==> src/rtl/simon_sound.sv <==
// Speaker driver for the Simon game: per-button tones while a lamp is lit and
// fixed win / lose / high-score jingles triggered by status edges.
module simon_sound #(
    parameter int unsigned CNT_W    = 20,
    parameter int unsigned HP0      = 113636,
    parameter int unsigned HP1      = 90193,
    parameter int unsigned HP2      = 75843,
    parameter int unsigned HP3      = 56818,
    parameter int unsigned HP_LOSE  = 227272,
    parameter int unsigned NOTE_LEN = 'h7FFFF
) (
    input  logic       clk,
    input  logic       rst,
    input  logic [1:0] tone_sel,
    input  logic       tone_ena,
    input  logic       win,
    input  logic       lose,
    input  logic       hs,
    output logic       spk,
    output logic       busy
);

    typedef enum logic [1:0] {
        StIdle,
        StTone,
        StJingle
    } state_e;

    // Numeric order of the jingle kinds is their preemption priority.
    typedef enum logic [1:0] {
        KindNone = 2'd0,
        KindHs   = 2'd1,
        KindWin  = 2'd2,
        KindLose = 2'd3
    } kind_e;

    localparam logic [CNT_W-1:0] HpLim0    = CNT_W'(HP0 - 1);
    localparam logic [CNT_W-1:0] HpLim1    = CNT_W'(HP1 - 1);
    localparam logic [CNT_W-1:0] HpLim2    = CNT_W'(HP2 - 1);
    localparam logic [CNT_W-1:0] HpLim3    = CNT_W'(HP3 - 1);
    localparam logic [CNT_W-1:0] HpLimLose = CNT_W'(HP_LOSE - 1);
    localparam logic [CNT_W-1:0] NoteLim   = CNT_W'(NOTE_LEN - 1);

    function automatic logic [CNT_W-1:0] tone_lim(input logic [1:0] sel);
        logic [CNT_W-1:0] lim;
        unique case (sel)
            2'd0:    lim = HpLim0;
            2'd1:    lim = HpLim1;
            2'd2:    lim = HpLim2;
            default: lim = HpLim3;
        endcase
        return lim;
    endfunction

    state_e           state_q, state_d;
    kind_e            kind_q, kind_d;
    logic [1:0]       slot_q, slot_d;
    logic [CNT_W-1:0] note_q, note_d;
    logic [CNT_W-1:0] hp_q, hp_d;
    logic             spk_q, spk_d;
    logic [1:0]       tone_cur_q, tone_cur_d;

    logic [1:0] sel_q;
    logic       ena_q;
    logic       win_q, win_qq;
    logic       lose_q, lose_qq;
    logic       hs_q, hs_qq;
    logic       primed_q;

    kind_e            ev_kind;
    logic [CNT_W-1:0] hp_lim;
    logic             rest;
    logic             note_start;
    logic             note_run;

    always_comb begin
        ev_kind = KindNone;
        if (hs_q && !hs_qq) begin
            ev_kind = KindHs;
        end
        if (win_q && !win_qq) begin
            ev_kind = KindWin;
        end
        if (lose_q && !lose_qq) begin
            ev_kind = KindLose;
        end
    end

    always_comb begin
        hp_lim = tone_lim(tone_cur_q);
        rest   = 1'b0;
        if (state_q == StJingle) begin
            case (kind_q)
                KindLose: hp_lim = HpLimLose;
                KindWin:  hp_lim = tone_lim(slot_q);
                default: begin
                    hp_lim = HpLim3;
                    rest   = slot_q[0];
                end
            endcase
        end
    end

    always_comb begin
        state_d    = state_q;
        kind_d     = kind_q;
        slot_d     = slot_q;
        note_d     = note_q;
        tone_cur_d = tone_cur_q;
        note_start = 1'b0;
        note_run   = 1'b0;

        unique case (state_q)
            StIdle: begin
                if (ev_kind != KindNone) begin
                    state_d    = StJingle;
                    kind_d     = ev_kind;
                    slot_d     = 2'd0;
                    note_d     = '0;
                    note_start = 1'b1;
                end else if (ena_q) begin
                    state_d    = StTone;
                    tone_cur_d = sel_q;
                    note_start = 1'b1;
                end
            end
            StTone: begin
                if (ev_kind != KindNone) begin
                    state_d    = StJingle;
                    kind_d     = ev_kind;
                    slot_d     = 2'd0;
                    note_d     = '0;
                    note_start = 1'b1;
                end else if (!ena_q) begin
                    state_d = StIdle;
                end else if (sel_q != tone_cur_q) begin
                    tone_cur_d = sel_q;
                    note_start = 1'b1;
                end else begin
                    note_run = 1'b1;
                end
            end
            StJingle: begin
                if (ev_kind > kind_q) begin
                    kind_d     = ev_kind;
                    slot_d     = 2'd0;
                    note_d     = '0;
                    note_start = 1'b1;
                end else if (note_q == NoteLim) begin
                    note_d = '0;
                    if (slot_q == 2'd3) begin
                        if (ena_q) begin
                            state_d    = StTone;
                            tone_cur_d = sel_q;
                            note_start = 1'b1;
                        end else begin
                            state_d = StIdle;
                        end
                    end else begin
                        slot_d     = slot_q + 2'd1;
                        note_start = 1'b1;
                    end
                end else begin
                    note_d   = note_q + 1'b1;
                    note_run = 1'b1;
                end
            end
            default: state_d = StIdle;
        endcase
    end

    always_comb begin
        hp_d  = hp_q;
        spk_d = spk_q;
        if (note_start || state_d == StIdle) begin
            hp_d  = '0;
            spk_d = 1'b0;
        end else if (note_run) begin
            if (rest) begin
                hp_d  = '0;
                spk_d = 1'b0;
            end else if (hp_q == hp_lim) begin
                hp_d  = '0;
                spk_d = ~spk_q;
            end else begin
                hp_d = hp_q + 1'b1;
            end
        end
    end

    always_ff @(posedge clk) begin
        if (rst) begin
            state_q    <= StIdle;
            kind_q     <= KindNone;
            slot_q     <= 2'd0;
            note_q     <= '0;
            hp_q       <= '0;
            spk_q      <= 1'b0;
            tone_cur_q <= 2'd0;
            sel_q      <= 2'd0;
            ena_q      <= 1'b0;
            win_q      <= 1'b0;
            win_qq     <= 1'b0;
            lose_q     <= 1'b0;
            lose_qq    <= 1'b0;
            hs_q       <= 1'b0;
            hs_qq      <= 1'b0;
            primed_q   <= 1'b0;
        end else begin
            state_q    <= state_d;
            kind_q     <= kind_d;
            slot_q     <= slot_d;
            note_q     <= note_d;
            hp_q       <= hp_d;
            spk_q      <= spk_d;
            tone_cur_q <= tone_cur_d;
            sel_q      <= tone_sel;
            ena_q      <= tone_ena;
            win_q      <= win;
            lose_q     <= lose;
            hs_q       <= hs;
            // First cycle out of reset seeds both stages so a held level is no edge.
            win_qq     <= primed_q ? win_q : win;
            lose_qq    <= primed_q ? lose_q : lose;
            hs_qq      <= primed_q ? hs_q : hs;
            primed_q   <= 1'b1;
        end
    end

    assign spk  = spk_q;
    assign busy = (state_q == StJingle);

endmodule

==> config.mk <==
export PLATFORM = sky130hd
export DESIGN_NAME = simon_sound
export DESIGN_NICKNAME = d
export VERILOG_FILES = /design/src/rtl/simon_sound.sv
export SDC_FILE = /design/constraint.sdc
export NUM_CORES = 1
export LEC_CHECK = 0
export CAP_MARGIN = 20
export CORE_MARGIN = 2
export CORE_UTILIZATION = 45
export CTS_CLUSTER_DIAMETER = 30
export DETAILED_ROUTE_END_ITERATION = 16
export SLEW_MARGIN = 40
export SYNTH_ARGS = -nofsm -noshare
export SYNTH_HDL_FRONTEND = slang
export SYNTH_SLANG_ARGS = --single-unit
==> constraint.sdc <==
create_clock -name clk -period 2.55 [get_ports clk]
set_clock_uncertainty 0.2 [all_clocks]
set_input_delay 0.51 -clock clk [delete_from_list [all_inputs] [get_ports clk]]
set_output_delay 0.51 -clock clk [all_outputs]
set_load 0.01 [all_outputs]
==> out/qor.csv, run 1 <==
stage,metric,value,unit
run_status,status,"finished, violations left",
power,power_density,495,mW/mm^2
worst_setup_path,crit_family,compound AO/OA/AOI/OAI gates,
logic_synthesis,synth_cell_types,60,
timing,fin_crit,2.69,ns
place,io_buffers,9,
worst_setup_path,slowest_stage,dfxtp_2,
worst_setup_path,critPathMaxFanout,5,
floorplanning,core-area,0.00761,mm^2
logic_synthesis,synth_edf_count,0,
timing,fmax,0.371,GHz
floorplanning,ios,10,
timing,setup-tns-final,-2.17,ns
cts,holdBufCountCts,0,
timing,hold_viol_final,0,
timing,holdWs,0.296,ns
power,p_int,1.63,mW
logic_synthesis,syn-cell-area,0.00349,mm^2
power,swShare,29.6,%
grt,grt_pass1_wl,14000,um
cts,root_buffer,clkbuf_8,
logic_synthesis,yosys_warnings,0,
floorplanning,initial_utilization,45.9,%
place,post-place-ws,-0.00152,ns
worst_setup_path,path_buf_inv,3,
logic_synthesis,synthAdderAreaFrac,7.17,%
power,seqPwrFrac,42.2,%
logic_synthesis,synth_seq_area_share,33.8,%
logic_synthesis,yosysTopAreaCellShare,33.8,%
drt,viasPerCell,5.54,
layout,multi_input_area,0.00244,mm^2
timing,slew_viol_final,0,
grt,grt_max_degree,19,
cts,clkTransAtPathRegs,0.07,ns
timing,grt_setup_unrepaired,yes,
cts,cts-htree-levels,3,
grt,grt_pass1_vias,2947,
logic_synthesis,synth.area.mux_share,2.01,%
place,place.gp.congestion,0.866,
logic_synthesis,synth_xor_area_share,9.28,%
layout,diodes,0,
worst_setup_path,cp-start-kind,register,
logic_synthesis,ys.flop_type,dfxtp_1,
grt,grt_remaining_overflow,0,
drt,vias,3134,
logic_synthesis,synthArstFlopShare,0,%
power,p_comb_share,26.0,%
run_status,failed_checks,setup timing,
flow_run,cap_violations,0,
layout,fillers,658,
logic_synthesis,synth_top_family_by_area,simple AND/OR/NAND/NOR gates,
worst_setup_path,worstPathArrival,2.74,ns
logic_synthesis,synth_compound_area_share,11.1,%
floorplanning,num_rows,32,
timing,relSlewSlack,73.0,%
drt,dr.first_iter.drc_count,166,
drt,routed_wl,8830,um
power,irDropWorstVdd,0.399,mV
layout,stdcell_count,566,
worst_setup_path,slowest_delay,0.33,ns
drt,drcViolationCount,0,
cts,cts_tree,yes,
drt,wl_per_cell,15.6,um
logic_synthesis,synth-seq-cells,59,
power,power_switching,686,uW
worst_setup_path,endpoint_kind,register,
drt,drtPass1Iterations,7,
logic_synthesis,synth.area.top_cells,"dfxtp_1 (34%), ha_1 (7.2%), xnor2_1 (5.5%)",
cts,cts_buffers,9,
place,dp_hpwl,5470,um
timing,worst_slew_pin_slew,0.404,ns
layout,drive_above_1_share,33.4,%
layout,seqCellArea,0.00120,mm^2
drt,ant_nets,0,
floorplanning,die-width,92.1,um
power,p_leak,1.77,nW
worst_setup_path,criticalPathCategory,register to register,
grt,track_usage,20.7,%
logic_synthesis,syn-num-nets,427,
worst_setup_path,worstPathRequired,2.59,ns
floorplanning,die_area,0.00848,mm^2
logic_synthesis,avgSynthCellArea,8.75,um^2
cts,clk_path_buf_depth,2,
cts,cts_sinks,59,
layout,final_nets,488,
worst_setup_path,crit_path_cell_trace,inv_2 -> ha_4 -> o211ai_1 -> buf_4 -> nand2_1 -> a21oi_1 -> and4_1 -> nand4_1 -> a21oi_4 -> clkbuf_16 -> nor3_1,
logic_synthesis,synthSimpleGateAreaFrac,31.4,%
timing,period_share,106,%
cts,clock_latency,0.35,ns
timing,setup_slack,-0.142,ns
layout,syn_to_final_growth,34.1,%
logic_synthesis,syn-instance-count,399,
floorplanning,die_h,92.1,um
place,place_inst,528,
timing,finalSetupViolations,18,
grt,grt_antenna_before_repair,0,
power,p_clk_share,31.9,%
worst_hold_path,hp-class,register to register,
layout,utilization,61.5,%
logic_synthesis,synth_top_area_cell,dfxtp_1,
per-layer routing:
metal,global-route usage (%),share of wire [%]
met2,34.0,50
met5,0,0
met4,8.83,2.3
met1,26.3,44
met3,4.11,4.4
layout make-up:
cell class	instances	share of cell area, %
clock buffers	12	3.10
clock inverters	3	0.321
inverters	15	1.20
multi-input cells	309	52.2
flip-flops and latches	59	25.6
well taps	102	2.73
repair buffers	66	14.9
repair_timing:
item	in CTS	in global routing
gates resized for setup	29	47
endpoints found under the setup margin	5	47
pin swaps	10	19
setup buffers	5	12
gates cloned	5	2
per-stage QoR:
stage	total power [mW]	area [um^2]
2_1_floorplan	1.27	3500
3_3_place_gp	1.38	3890
3_5_place_dp	1.39	3890
4_1_cts	2.24	4360
5_1_grt	2.42	4680
6_report	2.31	4680
power by group through the flow:
| stage | sequential [mW] | clock, mW | combinational (mW) |
|---|---|---|---|
| floorplan | 0.987 | 0 | 0.278 |
| global placement | 0.990 | 0 | 0.394 |
| detailed placement | 0.992 | 0 | 0.398 |
| CTS | 0.972 | 0.749 | 0.519 |
| global route | 0.980 | 0.791 | 0.646 |
| finish | 0.977 | 0.737 | 0.601 |
layout by cell type, fill, tap and decap left out, types with 6 or more instances in the layout:
cell,n
xnor2_1,21
nor2_1,42
inv_1,12
dfxtp_1,47
ha_1,15
nand3_1,16
clkbuf_8,10
xor2_1,15
a21oi_1,12
nand4_1,11
nor2b_1,7
mux2i_1,7
o21ai_0,7
nor3_2,17
or3_1,6
nand2_1,30
buf_4,44
clkdlybuf4s50_1,9
nor3_1,14
dfxtp_2,12
state kept, by name (all words and copies together), names as in the netlist:
| signal | count |
|---|---|
| kind_q | 2 |
| tone_cur_q | 2 |
| hp_q | 20 |
| hs_q | 1 |
| primed_q | 1 |
| hs_qq | 1 |
| ena_q | 1 |
| win_q | 1 |
| note_q | 20 |
| lose_q | 1 |
| spk | 1 |
| lose_qq | 1 |
| slot_q | 2 |
| win_qq | 1 |
| state_q | 2 |
| sel_q | 2 |
worst register-to-register path, cell delays in order, from the launching register on:
cell,delay (ns)
dfxtp_2,0.33
inv_2,0.05
ha_4,0.24
o211ai_1,0.33
buf_4,0.18
nand2_1,0.06
a21oi_1,0.21
and4_1,0.25
nand4_1,0.18
a21oi_4,0.32
clkbuf_16,0.21
nor3_1,0.05
cell families after synthesis:
logic type	count (synthesis)
flops	59
simple gates	190
xor+xnor	37
compound gates	55
fa+ha+maj	20
buf+inv	31
mux	7
worst paths after layout:
check | start | to | slack, ns | cells past startpoint
hold / removal | note_q[17]$_SDFFE_PP0P_ | note_q[17]$_SDFFE_PP0P_ | 0.30 | 2
hold reg to reg | note_q[17]$_SDFFE_PP0P_ | note_q[17]$_SDFFE_PP0P_ | 0.30 | 2
setup / recovery | slot_q[0]$_SDFFE_PP0P_ | hp_q[7]$_SDFFE_PP0P_ | -0.14 | 11
setup reg to reg | slot_q[0]$_SDFFE_PP0P_ | hp_q[7]$_SDFFE_PP0P_ | -0.14 | 11
synthesized netlist by cell type, types with 3 or more instances:
library cell	instances
dfxtp_1	59
nor2_1	43
nand2_1	33
nor3_1	25
xnor2_1	22
ha_1	20
nand3_1	18
a21oi_1	17
inv_1	15
xor2_1	15
nand4_1	11
nor2b_1	10
o21ai_0	9
nor3_2	8
mux2i_1	7
nand2b_1	6
or3_1	6
buf_6	5
clkbuf_1	5
and3_1	4
and4_1	4
buf_2	4
a22oi_1	3
nor4_2	3
nor4_4	3
Note: power is estimated with default switching activity, not from simulation.
==> run 2: changes to the inputs <==
- CORE_UTILIZATION: 45 -> 35
==> run 2 against run 1 <==
Effect of this change:
- the flow still finishes with violations (setup timing)
- final cell count rose by 4.6%
- register-to-register slack improved by 0.12 ns
- maximum frequency rose by 4.6%
- via count fell by 3.7%
- first-iteration DRC count fell by 37%
- critical path depth did not move
- clock power rose by 31%
- count of clock-buffer cells in the layout fell by 3
- critical endpoint is now hp_q[18]$_SDFFE_PP0P_
==> out/qor.csv, run 2 (same netlist as run 1, synthesis figures left out) <==
stage,metric,value,unit,change
worst_setup_path,startpoint,note_q[0]$_SDFFE_PP0P_,,
flow_run,cap_violations,0,,unchanged
power,swShare,29.0,%,-0.69 points
cts,cts-htree-levels,3,,unchanged
cts,clk_path_buf_depth,2,,unchanged
layout,diodes,0,,unchanged
cts,root_buffer,clkbuf_8,,
cts,cts_tree,yes,,
grt,grt_max_degree,22,,+3
power,p_int,1.78,mW,+9.4%
layout,layout_common_cells,"dfxtp_1 (46), nor2_1 (43), buf_4 (38)",,
grt,grt_pass1_vias,2804,,-4.9%
timing,finalSetupViolations,7,,-11
worst_setup_path,crit_path_cell_trace,inv_4 -> ha_4 -> nand3b_1 -> nor4_4 -> buf_4 -> nand4_4 -> and2_4 -> o221a_4 -> o22ai_4 -> clkbuf_16 -> nor3_2,,
run_status,failed_checks,setup timing,,
floorplanning,core-area,0.00973,mm^2,+28%
timing,hold_viol_final,0,,unchanged
floorplanning,die_area,0.0108,mm^2,+27%
floorplanning,die_h,104,um,+13%
floorplanning,initial_utilization,35.9,%,-10 points
timing,setup_slack,-0.0244,ns,+0.118 ns
power,power_density,534,mW/mm^2,+8.0%
worst_setup_path,cp-start-kind,register,,
worst_setup_path,critPathMaxFanout,5,,unchanged
floorplanning,die-width,104,um,+13%
layout,utilization,48.3,%,-13 points
worst_setup_path,slowest_stage,dfxtp_4,,
drt,vias,3019,,-3.7%
worst_setup_path,rrSetupSlack,-0.02,ns,+0.12 ns
timing,grt_setup_unrepaired,yes,,
power,irDropWorstVdd,0.267,mV,-33%
layout,fillers,939,,+43%
floorplanning,num_rows,36,,+13%
grt,grt_pass1_wl,12900,um,-7.7%
power,p_comb_share,22.3,%,-3.7 points
layout,top_regs,"hp_q x20, note_q x20",,
layout,final_nets,482,,-1.2%
worst_setup_path,endpoint_kind,register,,
worst_setup_path,worstPathRequired,2.58,ns,about the same
cts,cts_buffers,9,,unchanged
cts,cts_sinks,59,,unchanged
worst_hold_path,min-delay-start,note_q[19]$_SDFFE_PP0P_,,
worst_setup_path,slowest_delay,0.35,ns,+0.02 ns
cts,clock_latency,0.34,ns,about the same
power,seqPwrFrac,39.2,%,-3.0 points
power,power_switching,726,uW,+5.8%
drt,drtPass1Iterations,5,,-2
place,io_buffers,9,,unchanged
power,p_leak,1.67,nW,-5.7%
worst_hold_path,hp-class,register to register,,
timing,slew_viol_final,0,,unchanged
timing,fmax,0.388,GHz,+4.6%
drt,viasPerCell,5.10,,-7.9%
layout,syn_to_final_growth,34.5,%,
worst_setup_path,worstReg2RegStart,note_q[0]$_SDFFE_PP0P_,,
worst_setup_path,worstPathArrival,2.61,ns,-0.13 ns
drt,drcViolationCount,0,,unchanged
cts,clkTransAtPathRegs,0.07,ns,about the same
cts,holdBufCountCts,0,,unchanged
place,dp_hpwl,5480,um,+0.21%
timing,fin_crit,2.57,ns,-0.118 ns
layout,layout_commonest_cell,dfxtp_1,,
timing,relSlewSlack,67.2,%,-5.8 points
floorplanning,ios,10,,unchanged
layout,drive_above_1_share,32.9,%,-0.51 points
drt,wl_per_cell,14.4,um,-7.9%
drt,dr.first_iter.drc_count,104,,-37%
grt,track_usage,14.5,%,-6.1 points
run_status,status,"finished, violations left",,
timing,setup-tns-final,-0.114,ns,+2.06 ns
timing,worst_slew_pin_slew,0.491,ns,+0.0866 ns
place,place.gp.congestion,0.857,,-1.1%
timing,period_share,101,%,-4.6 points
worst_setup_path,criticalPathCategory,register to register,,
drt,ant_nets,0,,unchanged
grt,grt_antenna_before_repair,0,,unchanged
drt,routed_wl,8510,um,-3.7%
power,p_clk_share,38.6,%,+6.7 points
grt,grt_remaining_overflow,0,,unchanged
-- run 2: changes by cell type in the layout (fill, tap and decap cells not counted), sizes merged --
cell,previous run,this run
bufbuf,2,0
bufinv,0,2
buf,54,47
inv,15,17
-- run 2: final timing paths --
kind	to	cells past startpoint
hold reg to reg	note_q[19]$_SDFFE_PP0P_	2
hold / removal	note_q[19]$_SDFFE_PP0P_	2
setup / recovery	hp_q[18]$_SDFFE_PP0P_	11
setup reg to reg	hp_q[18]$_SDFFE_PP0P_	11
-- run 2: final cells by class --
| cell class | instances | area [um^2] | area share (%) |
|---|---|---|---|
| timing repair buffer | 60 | 603 | 12.8 |
| tap | 133 | 166 | 3.54 |
| multi-input combinational | 309 | 2440 | 52.0 |
| sequential | 59 | 1200 | 25.6 |
| clock inverter | 7 | 100 | 2.13 |
| inverter | 15 | 58.8 | 1.25 |
| clock buffer | 9 | 124 | 2.64 |
-- run 2: metal layers --
| metal | vias up | GRT usage, % | share of wire (%) |
|---|---|---|---|
| met5 | - | 0 | 0 |
| met2 | 41 | 24.7 | 49 |
| met4 | 0 | 5.02 | 2.1 |
| met1 | 1435 | 18.0 | 46 |
| met3 | 17 | 3.51 | 2.7 |
| li1 | 1526 | - | - |
-- run 2: power by group through the flow --
stage | clock network [mW] | registers [mW] | logic [mW]
2_1_floorplan | 0 | 0.987 | 0.278
3_3_place_gp | 0 | 0.994 | 0.370
4_1_cts | 0.988 | 0.974 | 0.390
6_report | 0.967 | 0.982 | 0.558
5_1_grt | 1.04 | 0.987 | 0.600
3_5_place_dp | 0 | 0.995 | 0.378
-- run 2: critical path, delay by kind of cell, from the launching register on --
kind / cells / cell delay [ns]
AOI/OAI and AO/OA: 2 / 0.56
DFF: 1 / 0.35
adders and majority gates: 1 / 0.11
and+or+nand+nor: 5 / 0.79
buffers and inverters: 3 / 0.45
-- run 2: metrics by stage --
| step | worst slack (ns) | area (um^2) | power (mW) | hold WS [ns] | cells |
|---|---|---|---|---|---|
| floorplan | 0.0155 | 3500 | 1.27 | 0.253 | 399 |
| global placement | 0.0156 | 3890 | 1.36 | 0.261 | 554 |
| detailed placement | -0.0299 | 3890 | 1.37 | 0.276 | 554 |
| CTS | 0.0106 | 4130 | 2.35 | 0.287 | 571 |
| global route | -0.0995 | 4700 | 2.62 | 0.337 | 592 |
| finish | -0.0244 | 4700 | 2.51 | 0.283 | 592 |
-- run 2: repair_timing --
action / in CTS / in global routing
resized for setup: 2 / 77
gates cloned: 0 / 6
setup endpoints to repair: 21 / 45
pin swaps: 3 / 32
buffers inserted: 1 / 15
==> run 3: changes to the inputs <==
- ABC_AREA: default -> 0
==> results of run 3 <==
Same layout as run 2: the final DEF is identical, and so are final timing and power.
